--- config.mk ---
export PLATFORM = sky130hd
export DESIGN_NAME = vga_fb_arbiter_flat
export DESIGN_NICKNAME = d
export VERILOG_FILES = /design/src/rtl/vga_fb_arbiter_pkg.sv /design/src/rtl/vga_fb_arbiter_if.sv /design/src/rtl/vga_fb_arbiter_rr_arb2.sv /design/src/rtl/vga_fb_arbiter.sv /design/src/flat_wrapper.sv
export SDC_FILE = /design/constraint.sdc
export NUM_CORES = 1
export LEC_CHECK = 0
export CORE_MARGIN = 2
export CORE_UTILIZATION = 30
export CTS_BUF_LIST = sky130_fd_sc_hd__clkbuf_4 sky130_fd_sc_hd__clkbuf_8
export DETAILED_ROUTE_END_ITERATION = 6
export PLACE_DENSITY = 0.83
export SLEW_MARGIN = 15
export SYNTH_ARGS = -nofsm -noshare
export SYNTH_HDL_FRONTEND = slang
export SYNTH_SLANG_ARGS = --single-unit
--- constraint.sdc ---
create_clock -name clk -period 5.22 [get_ports clk]
set_input_delay 1.566 -clock clk [delete_from_list [all_inputs] [get_ports clk]]
set_output_delay 1.566 -clock clk [all_outputs]
set_load 0.1 [all_outputs]
--- src/rtl/vga_fb_arbiter_pkg.sv ---
// Shared types and constants for the VGA framebuffer arbiter slice.
// Latency: none, declarations only.
// Backpressure: not applicable.
package vga_fb_pkg;

    localparam int FB_ADDR_W = 19;   // 640x480 = 307200 words fits in 19 bits
    localparam int FB_DATA_W = 16;   // one pixel word
    localparam int H_ACTIVE  = 640;
    localparam int V_ACTIVE  = 480;
    localparam int FB_WORDS  = H_ACTIVE * V_ACTIVE;

    // Owner of an in-flight RAM read; writes travel as TAG_NONE.
    typedef enum logic [1:0] {
        TAG_NONE = 2'd0,
        TAG_DISP = 2'd1,
        TAG_HOST = 2'd2
    } tag_t;

    // Host port identity, used for the round-robin pointer.
    typedef enum logic {
        SEL_WRITE = 1'b0,
        SEL_READ  = 1'b1
    } sel_t;

endpackage

--- src/rtl/vga_fb_arbiter_if.sv ---
// Bundle of display, host and RAM-side signals around the framebuffer arbiter.
// Latency: none, wiring only.
// Backpressure: host ports use valid/ready; display and RAM sides have none.
//   slave  : arbiter view (requests in, grants / RAM controls out)
//   master : environment view (display block, host and RAM model)
interface vga_fb_arbiter_if #(
    parameter int ADDR_W  = 19,
    parameter int DATA_W  = 16,
    parameter int STALL_W = 16
);
    logic              disp_req;
    logic [ADDR_W-1:0] disp_addr;
    logic [DATA_W-1:0] disp_data;
    logic              disp_data_valid;

    logic              wr_valid;
    logic              wr_ready;
    logic [ADDR_W-1:0] wr_addr;
    logic [DATA_W-1:0] wr_data;

    logic              rd_valid;
    logic              rd_ready;
    logic [ADDR_W-1:0] rd_addr;
    logic              rd_resp_valid;
    logic [DATA_W-1:0] rd_resp_data;

    logic              mem_en;
    logic              mem_we;
    logic [ADDR_W-1:0] mem_addr;
    logic [DATA_W-1:0] mem_wdata;
    logic [DATA_W-1:0] mem_rdata;

    logic [STALL_W-1:0] host_stall_cnt;

    modport slave (
        input  disp_req, disp_addr,
        output disp_data, disp_data_valid,
        input  wr_valid, wr_addr, wr_data,
        output wr_ready,
        input  rd_valid, rd_addr,
        output rd_ready, rd_resp_valid, rd_resp_data,
        output mem_en, mem_we, mem_addr, mem_wdata,
        input  mem_rdata,
        output host_stall_cnt
    );

    modport master (
        output disp_req, disp_addr,
        input  disp_data, disp_data_valid,
        output wr_valid, wr_addr, wr_data,
        input  wr_ready,
        output rd_valid, rd_addr,
        input  rd_ready, rd_resp_valid, rd_resp_data,
        input  mem_en, mem_we, mem_addr, mem_wdata,
        output mem_rdata,
        input  host_stall_cnt
    );

endinterface

--- src/rtl/vga_fb_arbiter_rr_arb2.sv ---
// Two-requester round-robin picker (host write vs host read) holding rr_last.
// Latency: grants are combinational; rr_last updates on the granting edge.
// Backpressure: en=0 (display owns the slot) drops both readies and grants.
//   ports: clk, rst, en, req_wr/req_rd in; rdy_wr/rdy_rd, gnt_wr/gnt_rd out
module rr_arb2
    import vga_fb_pkg::*;
(
    input  logic clk,
    input  logic rst,
    input  logic en,
    input  logic req_wr,
    input  logic req_rd,
    output logic rdy_wr,
    output logic rdy_rd,
    output logic gnt_wr,
    output logic gnt_rd
);

    sel_t rr_last;

    // A ready looks only at the other port's request, so a host can sample
    // ready before deciding to raise its own valid.
    assign rdy_wr = en && (!req_rd || rr_last == SEL_READ);
    assign rdy_rd = en && (!req_wr || rr_last == SEL_WRITE);

    // On a tie exactly one ready is high, so at most one grant fires.
    assign gnt_wr = rdy_wr && req_wr;
    assign gnt_rd = rdy_rd && req_rd;

    always_ff @(posedge clk) begin
        if (rst) begin
            rr_last <= SEL_READ;     // write wins the first tie
        end else if (gnt_wr) begin
            rr_last <= SEL_WRITE;
        end else if (gnt_rd) begin
            rr_last <= SEL_READ;
        end
    end

endmodule

--- src/rtl/vga_fb_arbiter.sv ---
// Single-port framebuffer arbiter: display reads always win, host write/read share the rest round-robin.
// Latency: RAM controls combinational from grant; read data returns 2 cycles after grant.
// Backpressure: wr_ready/rd_ready low while display or the other host port owns the slot.
//   ports: clk, rst (sync, active high); bus (display, host, RAM, stall counter)
module vga_fb_arbiter
    import vga_fb_pkg::*;
#(
    parameter int ADDR_W  = FB_ADDR_W,
    parameter int DATA_W  = FB_DATA_W,
    parameter int STALL_W = 16
) (
    input  logic            clk,
    input  logic            rst,
    vga_fb_arbiter_if.slave bus
);

    localparam logic [STALL_W-1:0] STALL_MAX = {STALL_W{1'b1}};

    logic gnt_wr;
    logic gnt_rd;
    logic host_gnt;
    logic host_req;

    rr_arb2 u_rr (
        .clk    (clk),
        .rst    (rst),
        .en     (!bus.disp_req),
        .req_wr (bus.wr_valid),
        .req_rd (bus.rd_valid),
        .rdy_wr (bus.wr_ready),
        .rdy_rd (bus.rd_ready),
        .gnt_wr (gnt_wr),
        .gnt_rd (gnt_rd)
    );

    assign host_gnt = gnt_wr || gnt_rd;
    assign host_req = bus.wr_valid || bus.rd_valid;

    // RAM controls and owner tag for this cycle's slot.
    logic              en_c;
    logic              we_c;
    logic [ADDR_W-1:0] addr_c;
    logic [DATA_W-1:0] wdata_c;
    tag_t              tag_c;

    always_comb begin
        en_c    = 1'b0;
        we_c    = 1'b0;
        addr_c  = '0;
        wdata_c = '0;
        tag_c   = TAG_NONE;
        if (bus.disp_req) begin
            en_c   = 1'b1;
            addr_c = bus.disp_addr;
            tag_c  = TAG_DISP;
        end else if (gnt_wr) begin
            en_c    = 1'b1;
            we_c    = 1'b1;
            addr_c  = bus.wr_addr;
            wdata_c = bus.wr_data;
        end else if (gnt_rd) begin
            en_c   = 1'b1;
            addr_c = bus.rd_addr;
            tag_c  = TAG_HOST;
        end
    end

    assign bus.mem_en    = en_c;
    assign bus.mem_we    = we_c;
    assign bus.mem_addr  = addr_c;
    assign bus.mem_wdata = wdata_c;

    // Stage 1 tags the access while the RAM reads; stage 2 captures the
    // RAM output together with its owner.
    tag_t              tag_s1;
    tag_t              tag_s2;
    logic [DATA_W-1:0] data_s2;
    logic [STALL_W-1:0] stall_q;

    always_ff @(posedge clk) begin
        if (rst) begin
            tag_s1  <= TAG_NONE;
            tag_s2  <= TAG_NONE;
            data_s2 <= '0;
            stall_q <= '0;
        end else begin
            tag_s1  <= tag_c;
            tag_s2  <= tag_s1;
            data_s2 <= (tag_s1 == TAG_NONE) ? '0 : bus.mem_rdata;
            if (!host_req || host_gnt) begin
                stall_q <= '0;
            end else if (stall_q != STALL_MAX) begin
                stall_q <= stall_q + 1'b1;
            end
        end
    end

    assign bus.disp_data_valid = (tag_s2 == TAG_DISP);
    assign bus.disp_data       = (tag_s2 == TAG_DISP) ? data_s2 : '0;
    assign bus.rd_resp_valid   = (tag_s2 == TAG_HOST);
    assign bus.rd_resp_data    = (tag_s2 == TAG_HOST) ? data_s2 : '0;
    assign bus.host_stall_cnt  = stall_q;

endmodule

--- src/flat_wrapper.sv ---
// flat-port wrapper written by rule: the top's interface ports become plain ports
module vga_fb_arbiter_flat import vga_fb_pkg::*;
#(
    parameter int ADDR_W  = FB_ADDR_W,
    parameter int DATA_W  = FB_DATA_W,
    parameter int STALL_W = 16
)
  (clk, rst, bus_disp_req, bus_disp_addr, bus_disp_data, bus_disp_data_valid, bus_wr_valid, bus_wr_addr, bus_wr_data, bus_wr_ready, bus_rd_valid, bus_rd_addr, bus_rd_ready, bus_rd_resp_valid, bus_rd_resp_data, bus_mem_en, bus_mem_we, bus_mem_addr, bus_mem_wdata, bus_mem_rdata, bus_host_stall_cnt);
  vga_fb_arbiter_if #(.ADDR_W(ADDR_W), .DATA_W(DATA_W), .STALL_W(STALL_W)) bus_i ();
  input  logic clk;
  input  logic rst;
  input wire logic [$bits(bus_i.disp_req)-1:0] bus_disp_req;
  input wire logic [$bits(bus_i.disp_addr)-1:0] bus_disp_addr;
  output wire logic [$bits(bus_i.disp_data)-1:0] bus_disp_data;
  output wire logic [$bits(bus_i.disp_data_valid)-1:0] bus_disp_data_valid;
  input wire logic [$bits(bus_i.wr_valid)-1:0] bus_wr_valid;
  input wire logic [$bits(bus_i.wr_addr)-1:0] bus_wr_addr;
  input wire logic [$bits(bus_i.wr_data)-1:0] bus_wr_data;
  output wire logic [$bits(bus_i.wr_ready)-1:0] bus_wr_ready;
  input wire logic [$bits(bus_i.rd_valid)-1:0] bus_rd_valid;
  input wire logic [$bits(bus_i.rd_addr)-1:0] bus_rd_addr;
  output wire logic [$bits(bus_i.rd_ready)-1:0] bus_rd_ready;
  output wire logic [$bits(bus_i.rd_resp_valid)-1:0] bus_rd_resp_valid;
  output wire logic [$bits(bus_i.rd_resp_data)-1:0] bus_rd_resp_data;
  output wire logic [$bits(bus_i.mem_en)-1:0] bus_mem_en;
  output wire logic [$bits(bus_i.mem_we)-1:0] bus_mem_we;
  output wire logic [$bits(bus_i.mem_addr)-1:0] bus_mem_addr;
  output wire logic [$bits(bus_i.mem_wdata)-1:0] bus_mem_wdata;
  input wire logic [$bits(bus_i.mem_rdata)-1:0] bus_mem_rdata;
  output wire logic [$bits(bus_i.host_stall_cnt)-1:0] bus_host_stall_cnt;
  assign bus_i.disp_req = bus_disp_req;
  assign bus_i.disp_addr = bus_disp_addr;
  assign bus_disp_data = bus_i.disp_data;
  assign bus_disp_data_valid = bus_i.disp_data_valid;
  assign bus_i.wr_valid = bus_wr_valid;
  assign bus_i.wr_addr = bus_wr_addr;
  assign bus_i.wr_data = bus_wr_data;
  assign bus_wr_ready = bus_i.wr_ready;
  assign bus_i.rd_valid = bus_rd_valid;
  assign bus_i.rd_addr = bus_rd_addr;
  assign bus_rd_ready = bus_i.rd_ready;
  assign bus_rd_resp_valid = bus_i.rd_resp_valid;
  assign bus_rd_resp_data = bus_i.rd_resp_data;
  assign bus_mem_en = bus_i.mem_en;
  assign bus_mem_we = bus_i.mem_we;
  assign bus_mem_addr = bus_i.mem_addr;
  assign bus_mem_wdata = bus_i.mem_wdata;
  assign bus_i.mem_rdata = bus_mem_rdata;
  assign bus_host_stall_cnt = bus_i.host_stall_cnt;
  vga_fb_arbiter #(.ADDR_W(ADDR_W), .DATA_W(DATA_W), .STALL_W(STALL_W)) u_core (.clk(clk), .rst(rst), .bus(bus_i));
endmodule
* Yosys cells after proc, flatten, opt, wreduce, memory -nomap -nowiden *
Cells that the tools add are included.

operators by class
  add/subtract/negate cells = 1
  multiply operators = 0
  divide/modulo/power cells = 0
  magnitude comparators = 0
  equal/unequal tests = 3
  shifts and indexed selects = 0
  multiplexer cells = 17
  bitwise logic cells = 1
  reductions and logical operators = 18

operator list
  operator               number
  $mux 16                4
  $mux 19                3
  $add 16x1->16 const B  1
  $ne 16x16->1 const B   1
  $mux 1                 9
  $logic_or 1x1->1       5
  $logic_and 1x1->1      4
  $logic_not 1->1        4
  $reduce_or 2->1        2
  $reduce_or 3->1        1
  $eq 2x1->1 const B     1
  $eq 2x2->1 const B     1
  $logic_not 2->1        1
  $mux 2                 1
  $reduce_bool 2->1      1
  $not 1->1              1

storage, ports and cells
  flip-flop bits (word level) = 37
  latch bits = 0
  bits in writable memories = 0
  bits in read-only memories = 0
  input bits = 94
  output and inout bits = 89
  word-level logic and storage cells = 46
  memories = 0

* Logic depth before layout (Yosys ltp) *
Gate-level depths: netlist of the first run.

  word-level depth = 7
  mapped depth = 6

* Cells and area by module *
From an unflattened synthesis of the first run, not the netlist that was laid out.

second synthesis, totals
  cell total of the unflattened synthesis = 264
  area total of the unflattened synthesis = 2,089.5 sq um

by module, submodules not included
  module          times used  cells an instance  area an instance (sq um)  seq. area each (sq um)
  vga_fb_arbiter  1           255                2,014.4                   720.7
  rr_arb2         1           9                  75.1                      20.0

* Worst setup path before layout of the first run *
Ideal clock, no wire load.

  kind = input-to-output
  from = input port bus_disp_req
  to = output port bus_mem_wdata[10]
  arrival = 3.932 ns
  slack = -0.278 ns
  stages on the path = 4
  buffers on the path = 2
  cells stage by stage = clkbuf_1 > a21oi_1 > clkbuf_1 > and3_1

on the way
  longest elaborated chain between the ends = 5

ends and longest elaborated chain
  what                    RTL line                      RTL
  start: declaration      flat_wrapper.sv:12            input wire logic [$bits(bus_i.disp_req)-1:0] bus_disp_req;
  $logic_not 1->1         vga_fb_arbiter.sv:27          .en (!bus.disp_req),
  $logic_and 1x1->1       vga_fb_arbiter_rr_arb2.sv:23  assign rdy_wr = en && (!req_rd || rr_last == SEL_READ);
  named net bus_wr_ready  flat_wrapper.sv:19            output wire logic [$bits(bus_i.wr_ready)-1:0] bus_wr_ready;
  $logic_and 1x1->1       vga_fb_arbiter_rr_arb2.sv:27  assign gnt_wr = rdy_wr && req_wr;
  $mux 16                 vga_fb_arbiter.sv:56          end else if (gnt_wr) begin
  $mux 16                 vga_fb_arbiter.sv:52          if (bus.disp_req) begin
  end: declaration        flat_wrapper.sv:28            output wire logic [$bits(bus_i.mem_wdata)-1:0] bus_mem_wdata;

The timed path passes the listed nets, and every way through them passes these cells.

* Worst setup path in the final report of the first run *
  from = input port bus_wr_valid
  to = output port bus_mem_addr[14]

on the way
  longest elaborated chain between the ends = 7

ends and longest elaborated chain
  what                RTL line                      RTL
  start: declaration  flat_wrapper.sv:16            input wire logic [$bits(bus_i.wr_valid)-1:0] bus_wr_valid;
  $logic_not 1->1     vga_fb_arbiter_rr_arb2.sv:24  assign rdy_rd = en && (!req_wr || rr_last == SEL_WRITE);
  $logic_or 1x1->1    vga_fb_arbiter_rr_arb2.sv:24
  $logic_and 1x1->1   vga_fb_arbiter_rr_arb2.sv:24
  $logic_and 1x1->1   vga_fb_arbiter_rr_arb2.sv:28  assign gnt_rd = rdy_rd && req_rd;
  $mux 19             vga_fb_arbiter.sv:61          end else if (gnt_rd) begin
  $mux 19 (*)         vga_fb_arbiter.sv:56
  $mux 19 (*)         vga_fb_arbiter.sv:52
  end: declaration    flat_wrapper.sv:27            output wire logic [$bits(bus_i.mem_addr)-1:0] bus_mem_addr;

Every way passes the cells marked *; elsewhere a longest branch is shown, timed or not.

==> impl_metrics.tcl, run 1 <==
set metrics [dict create \
    status "finished, final reports clean" \
    yosysUniqueCellTypes 40 \
    fin_util_pct 66.1 \
    yosysTopAreaCellShare_pct 35.2 \
    hpwl_um 6210 \
    cp_cell_sequence "clkdlybuf4s50_1, buf_4, and2_1, buf_4, a221o_1, buf_12" \
    combPwrFrac_pct 44.5 \
    dp.cells 513 \
    dp_slack_ps 564 \
    r2r_end "u_core.bus.host_stall_cnt[1]" \
    synthTopCellsByArea "dfxtp_1, and3_1, and2_1, a221o_1, nor2b_1" \
    layout.nets 519 \
    finalWeightedCongestion 0.794 \
    crit_top_cell "buf_4" \
    p_switching_mw 0.333 \
    power_frac_clock_pct 22.7 \
    vias 2521 \
    num_io_pins 183 \
    grt_remaining_overflow 0 \
    final_area_um2 4490 \
    core_um2 6790 \
    wl_um 7550 \
    synth_warnings 0 \
    h-tree-depth 2 \
    dieArea_um2 7700 \
    p_int_mw 0.561 \
    antenna_cells 0 \
    synthCells 247 \
    arrival_ps 3090 \
    portBuffers 182 \
    syn_nets 342 \
    fin_ws_ps 565 \
    skew_ps 7.65 \
    min_to "u_core.tag_s2[0]" \
    worstSetupStartpointType "primary input" \
    clkSlewWorstSetupHoldPaths_ps 70 \
    drv_cap 0 \
    vias_per_cell 4.85 \
    grt_max_degree 25 \
    tightest_slew_ps 992 \
    slowest_delay_ps 470 \
    ys_seq_area_share_pct 35.2 \
    critPathMaxFanout 21 \
    r2r-start "u_core.bus.host_stall_cnt[0]" \
    stdcell_count 520 \
    cts_buffers 5 \
    synth_top_area_cell "dfxtp_1" \
    path_class "primary input to output pin" \
    syn_to_final_growth_pct 113 \
    clock_path_buffers 2 \
    setup_viol 0 \
    grt_pass1_vias 2383 \
    cp_num_buf_inv 4 \
    ctsHoldBuffers 0 \
    reg2reg_slack_ps 3070 \
    hold_viol 0 \
    cts-root-buf "clkbuf_8" \
    slew_headroom_pct 33.6 \
    crit_family "buffers and inverters" \
    fp.dieH_um 87.8 \
    antenna_found_initial 0 \
    min_period_over_period_pct 89.2 \
    drc 0 \
    cts.sinks 37 \
    final_common_cell "clkdlybuf4s50_1" \
    avgSynthCellArea_um2 8.52 \
    postCtsSetupRepairBufs 0 \
    insertion_delay_ps 290 \
    most-common-layout-cells "clkdlybuf4s50_1, buf_12, dfxtp_1" \
    cts_tree "yes" \
    hp-start "u_core.tag_s1[0]" \
    placed_cell_area_um2 4400 \
    crit_slowest_cell "clkdlybuf4s50_1" \
    peakVddDrop_mv 0.112 \
    drt.antenna.violating_nets 0 \
    drt_iter0_markers 62 \
    holdPathStages 1 \
    powerDensity_nw_per_um2 199 \
    slew_violations 0 \
    rsz0062_at_grt "false" \
    fp.dieW_um 87.8 \
    cp.required_ps 3650 \
    dr.pass1.iters 4 \
    start_util_pct 31.0 \
    cts.repair.resized 0 \
    hold_path.class "flip-flop to flip-flop" \
    wire_per_inst_um 14.5 \
    layout-drive-gt1-share_pct 13.9 \
    clock.fmax_ghz 0.215 \
    reg2reg_depth 5 \
    synth_seq_cells 37 \
    syn_area_um2 2100 \
    leakagePower_nw 1.81 \
    grt.total_usage_pct 18.0 \
    swShare_pct 37.3 \
    layout_min_cycle_time_ps 4660 \
    setup_tns_ps 0 \
    rows 30 \
    cp-end-kind "output pin" \
    grt_first_pass_wirelength_um 11100 \
    p_seq_share_pct 32.8 \
]
-- worst max-delay path by stage --
stage,startpoint,endpoint,slack [ps],cells after the start
2_1_floorplan,bus_disp_req,bus_mem_addr[10],100,5
3_3_place_gp,bus_wr_valid,bus_mem_addr[3],600,6
3_5_place_dp,bus_wr_valid,bus_mem_addr[14],560,6
4_1_cts,bus_wr_valid,bus_mem_addr[14],570,6
5_1_grt,bus_wr_valid,bus_mem_addr[3],450,6
6_report,bus_wr_valid,bus_mem_addr[14],560,6
-- cell families after synthesis --
| group | synth area share, % |
|---|---|
| AOI/OAI and AO/OA | 17.0 |
| muxes | 0.951 |
| adders and majority gates | 0.594 |
| xor gates and xnor gates | 0.832 |
| buffers and inverters | 4.46 |
| and+or+nand+nor | 41.0 |
| DFF | 35.2 |
-- worst reg2reg max path, cell delays in order, from the launching register on --
cell	delay, ps
dfxtp_1	500
ha_1	280
nand4_2	270
nor4_4	660
mux2i_1	260
nor2_1	50
-- through the flow --
| stage | power (mW) | hold WS [ps] |
|---|---|---|
| 2_1_floorplan | 0.517 | 444 |
| 3_5_place_dp | 0.699 | 458 |
| 6_report | 0.894 | 465 |
| 5_1_grt | 0.929 | 482 |
| 3_3_place_gp | 0.694 | 452 |
| 4_1_cts | 0.901 | 469 |
-- area by class of cell --
type | instances | area [µm²]
Inverter | 4 | 15.0
Tap cell | 96 | 120
Fill cell | 551 | 2300
Clock buffer | 6 | 82.6
Timing Repair Buffer | 188 | 2260
Sequential cell | 37 | 741
Multi-Input combinational cell | 188 | 1270
Clock inverter | 1 | 7.51
-- sequential cells by signal, summed over array words and instances, names as in the netlist --
name / cells
u_core.tag_s1: 2
u_core.data_s2: 16
u_core.u_rr.rr_last: 1
u_core.tag_s2: 2
u_core.bus.host_stall_cnt: 16
-- synthesized netlist by cell type --
cell       n
o21ai_2    1
buf_6      1
nand4_2    1
nand2_1    4
and3_1    36
and2_1    33
nand3b_1   1
dfxtp_1   37
o311ai_0   1
nand3_2    1
o41ai_1    1
inv_2      1
nand3_1    6
o211a_1    1
a21oi_1   11
nand2_2    1
xor2_1     1
inv_1      3
nor2b_1   20
nor3_1     3
nand4_1    3
buf_2      3
or3_1      5
o31ai_1    4
nand4_4    1
nor4_1     3
o21ai_1    3
nor4_4     1
xnor2_1    1
o21ai_0    3
nand2b_1   2
or2_0      2
or4_1      4
a221o_1   20
a31oi_1    1
nor2_1     9
and4_1     1
clkbuf_1  14
mux2i_1    2
ha_1       1
-- per-layer routing --
| metal | global-route usage (%) | up-vias | routed length, µm |
|---|---|---|---|
| met5 | 0 | - | 0 |
| met3 | 4.34 | 10 | 477 |
| li1 | - | 1261 | - |
| met2 | 32.6 | 95 | 3910 |
| met4 | 4.20 | 0 | 71 |
| met1 | 21.3 | 1155 | 3100 |
-- power by group through the flow --
stage          clock network, mW  registers, mW  logic (mW)
2_1_floorplan                  0          0.303       0.214
3_3_place_gp                   0          0.299       0.395
3_5_place_dp                   0          0.300       0.399
4_1_cts                    0.208          0.293       0.400
5_1_grt                    0.223          0.294       0.411
6_report                   0.203          0.293       0.398
(Power assumes the default switching activity.)
==> run 2, diff against run 1 <==
- ABC_CLOCK_PERIOD_IN_PS: default -> 5220
==> results of run 2 <==
No change in the layout: final DEF, timing and power equal those of run 1.
==> run 3, diff against run 2 <==
- RECOVER_POWER: default -> 25
==> impl_metrics.tcl, run 3 (synthesis results as in run 1) <==
set metrics [dict create \
    peakVddDrop_mv 0.112 \
    fp.dieW_um 87.8 \
    drc 0 \
    cts-root-buf "clkbuf_8" \
    grt.total_usage_pct 18.0 \
    syn_to_final_growth_pct 113 \
    cts_buffers 5 \
    reg2reg_slack_ps 3040 \
    grt_max_degree 25 \
    grtUsageMet3_pct 4.34 \
    vias 2518 \
    path_class "primary input to output pin" \
    wl_um 7550 \
    met1_usage_pct 21.3 \
    min_to "u_core.tag_s2[0]" \
    dp_slack_ps 564 \
    finalWeightedCongestion 0.794 \
    worst_hold_slack_ps 465 \
    layout_min_cycle_time_ps 4730 \
    slew_headroom_pct -5.65 \
    holdPathStages 1 \
    wire_per_inst_um 14.5 \
    crit_slowest_cell "dlygate4sd3_1" \
    grt_first_pass_wirelength_um 11100 \
    antenna_found_initial 0 \
    clock_path_buffers 2 \
    most-common-layout-cells "clkdlybuf4s50_1, buf_12, dfxtp_1" \
    drt.antenna.violating_nets 0 \
    met2_usage_pct 32.6 \
    rows 30 \
    powerDensity_nw_per_um2 199 \
    layout.nets 519 \
    cp-startpoint "bus_disp_req" \
    violations "max-capacitance violations, max-slew violations" \
    layout-drive-gt1-share_pct 13.7 \
    fin_ws_ps 486 \
    r2r_end "u_core.bus.host_stall_cnt[1]" \
    drt_iter0_markers 61 \
    final_common_cell "clkdlybuf4s50_1" \
    grt_remaining_overflow 0 \
    cts_tree "yes" \
    final_area_um2 4490 \
    slew_violations 15 \
    dr.pass1.iters 4 \
    vias_per_cell 4.84 \
    cp-end-kind "output pin" \
    portBuffers 182 \
    arrival_ps 3170 \
    start_util_pct 31.0 \
    ctsHoldBuffers 0 \
    h-tree-depth 2 \
    setup_viol 0 \
    postCtsSetupRepairBufs 0 \
    cp_cell_sequence "dlygate4sd3_1, a21oi_1, buf_4, and3_1, a221o_1, buf_12" \
    cp.required_ps 3650 \
    core_um2 6790 \
    antenna_cells 0 \
    status "finished with violations" \
    setup_tns_ps 0 \
    worstSetupStartpointType "primary input" \
    fp.dieH_um 87.8 \
    placed_cell_area_um2 4400 \
    grt_pass1_vias 2383 \
    num_io_pins 183 \
    insertion_delay_ps 290 \
    dieArea_um2 7700 \
    hold_path.class "flip-flop to flip-flop" \
    hpwl_um 6210 \
    rsz0062_at_grt "false" \
    min_period_over_period_pct 90.7 \
    critPathMaxFanout 20 \
    cts.sinks 37 \
    reg2reg_depth 5 \
    tightest_slew_ps 1570 \
    drv_cap 1 \
    cts.repair.resized 0 \
    r2r-start "u_core.bus.host_stall_cnt[0]" \
    skew_ps 7.67 \
    clock.fmax_ghz 0.211 \
    hp-start "u_core.tag_s1[0]" \
    hold_viol 0 \
    slowest_delay_ps 570 \
    grt.busiest_layer "met2" \
    clkSlewWorstSetupHoldPaths_ps 70 \
    leakagePower_nw 1.81 \
]
-- run 3: how the worst max path moves through the flow --
stage / endpoint / slack, ps
after floorplan: bus_mem_addr[10] / 100
after global placement: bus_mem_addr[3] / 600
after detailed placement: bus_mem_addr[14] / 560
after CTS: bus_mem_addr[14] / 570
after global routing: bus_mem_addr[3] / 390
final: bus_mem_addr[14] / 490
-- run 3: layout make-up --
class,count,area (µm²)
timing repair buffer,188,2260
fill,553,2300
clock inverter,1,7.51
sequential,37,741
multi-input combinational,188,1270
clock buffer,6,82.6
inverter,4,15.0
tap,96,120
-- run 3: per-layer routing --
layer / share of wire [%] / vias up
li1: - / 1262
met1: 41 / 1156
met2: 52 / 90
met3: 6.2 / 10
met4: 0.94 / 0
met5: 0 / -
-- run 3: metrics by stage --
step	power [mW]	std cells	util [%]
floorplan	0.517	247	-
global placement	0.694	513	64.8
detailed placement	0.699	513	64.8
CTS	0.901	520	66.1
global route	0.928	520	66.1
finish	0.892	520	66.1
-- run 3: critical path: cells and delay by family --
kind            cells  cell delay, ps
compound gates      2             370
buf+inv             3            1020
simple gates        1             200
-- run 3: where the power goes --
part | switching (mW) | internal [mW] | total [mW] | leakage, nW
Clock | 0.0976 | 0.104 | 0.202 | 0.0433
Combinational | 0.230 | 0.167 | 0.397 | 1.47
Sequential | 0.00411 | 0.289 | 0.293 | 0.301
==> RTL change (settings of run 1) <==
Set the package constant `FB_DATA_W` to 32 (it was 16).
--- a/src/rtl/vga_fb_arbiter_pkg.sv
+++ b/src/rtl/vga_fb_arbiter_pkg.sv
@@ -4,7 +4,7 @@
 package vga_fb_pkg;
 
     localparam int FB_ADDR_W = 19;   // 640x480 = 307200 words fits in 19 bits
-    localparam int FB_DATA_W = 16;   // one pixel word
+    localparam int FB_DATA_W = 32;   // one pixel word
     localparam int H_ACTIVE  = 640;
     localparam int V_ACTIVE  = 480;
     localparam int FB_WORDS  = H_ACTIVE * V_ACTIVE;
Interface: changed (5 resized); port bits go from 183 to 263. No check against the original RTL was run, so the function may have changed too.
==> RTL change against run 1 <==
  * Combinational power increased by 30%
  * Register-to-register slack about the same
  * Die area increased by 32%
  * Total power increased by 31%
  * Area after synthesis increased by 34%
  * Count of clock-buffer cells in the layout unchanged
  * Final area increased by 36%
  * Final cell count increased by 34%
  * Routed wire length increased by 50%
  * Utilization increased by 0.59 points
  * Critical endpoint is now bus_mem_addr[0]
  * Synthesized cell count increased by 35%
  * Worst setup slack got worse by 0.26 ns
  * Sequential power increased by 44%
  * Largest power group unchanged
  * Sequential cell count increased by 16
==> RTL change: results <==
metrics = {
    "placement": {
        "gp_congestion": 0.823,
        "dpl.hpwl_um": 9380,
        "dpl_cell_area_um2": 6020,
        "port_buffers": 262,
        "place_ws_ns": 0.110,
        "dp_cells": 691,
    },
    "yosys": {
        "yosysUniqueCellTypes": 36,
        "avgSynthCellArea_um2": 8.44,
        "synth_common_cells": "and2_1, dfxtp_1, nor2b_1",
        "yosysSeqAreaShare_pct": 37.8,
        "synth_area_leaders": "dfxtp_1, and2_1, nor2b_1",
        "syn-num-nets": 460,
    },
    "timing": {
        "worst_clock_skew_ns": 0.00774,
        "slew_headroom_pct": 32.6,
    },
    "route": {
        "drt_iter0_drc": 72,
        "wl_um": 11300,
        "vias": 3389,
    },
    "global_route": {
        "grt_pass1_vias": 3334,
        "grt_max_degree": 37,
        "grt.total_usage_pct": 20.8,
        "grt_pass1_wl_um": 16700,
    },
    "clock_network": {
        "cts.clk_slew.worst_paths_ns": 0.09,
    },
    "outcome": {
        "status": "completed",
    },
    "finish": {
        "fin_nets": 714,
        "drive_gt1_share_pct": 25.7,
        "top_register": "u_core.data_s2",
        "nFillCells": 718,
        "fin_cells": 698,
        "syn2layout_area_growth_pct": 117,
    },
    "power_and_ir_drop": {
        "leakagePower_nw": 2.63,
    },
    "worst_setup_path": {
        "reg2reg_depth": 6,
        "crit_fanout": 36,
        "cpPeakStageDelay_ns": 0.53,
    },
}
RTL change: changes by cell type in the layout (fill, tap and decap cells not counted), sizes merged, moves of 3 or more:
cell	before	now
clkdlybuf4s50	143	153
a22o	0	19
or4	4	1
dfxtp	37	53
buf	45	118
and2	33	66
o31ai	4	0
a221o	20	0
nor2b	20	37
a21o	0	19
RTL change: logic make-up after synthesis:
family	count (synthesis)	synth area share, %
AOI/OAI and AO/OA	63	16.7
xor gates and xnor gates	3	0.935
adders and majority gates	1	0.445
buffers and inverters	30	4.05
DFF	53	37.8
muxes	3	1.07
and+or+nand+nor	180	39.1
RTL change: path summary, 6_finish.rpt:
kind	to	from	slack (ns)
worst min-delay path	u_core.tag_s2[0]	u_core.tag_s1[0]	0.48
worst max-delay path	bus_mem_addr[0]	bus_wr_valid	0.31
worst max register to register	u_core.bus.host_stall_cnt[1]	u_core.bus.host_stall_cnt[0]	3.07
worst min register to register	u_core.tag_s2[0]	u_core.tag_s1[0]	0.48
RTL change: layout make-up:
cell class / instances / share of cell area (%)
sequential: 53 / 17.4
clock inverter: 1 / 0.123
tap: 111 / 2.27
multi-input combinational: 250 / 27.5
timing repair buffer: 271 / 51.1
clock buffer: 6 / 1.35
inverter: 6 / 0.369
RTL change: metal layers:
layer	wire, µm	up-vias	global-route usage [%]
met3	1080	19	6.73
met5	0	-	0
met4	255	0	5.48
met1	4120	1537	22.3
met2	5890	182	39.0
li1	-	1651	-
RTL change: stage by stage:
step | TNS (ns) | hold slack (ns)
2_1_floorplan | -0.0308 | 0.444
3_3_place_gp | 0 | 0.471
3_5_place_dp | 0 | 0.472
6_report | 0 | 0.482
5_1_grt | 0 | 0.493
4_1_cts | 0 | 0.485
RTL change: timing repair:
action                     4_1_cts  5_1_grt
setup buffers                    0        0
resized for setup                0        1
setup endpoints to repair        0        1
RTL change: power by group:
group | internal [W] | switching [W] | total (W) | leakage [nW]
Sequential | 0.000415 | 0.00000540 | 0.000421 | 0.431
Combinational | 0.000221 | 0.000298 | 0.000519 | 2.16
Clock | 0.000105 | 0.000129 | 0.000235 | 0.0433
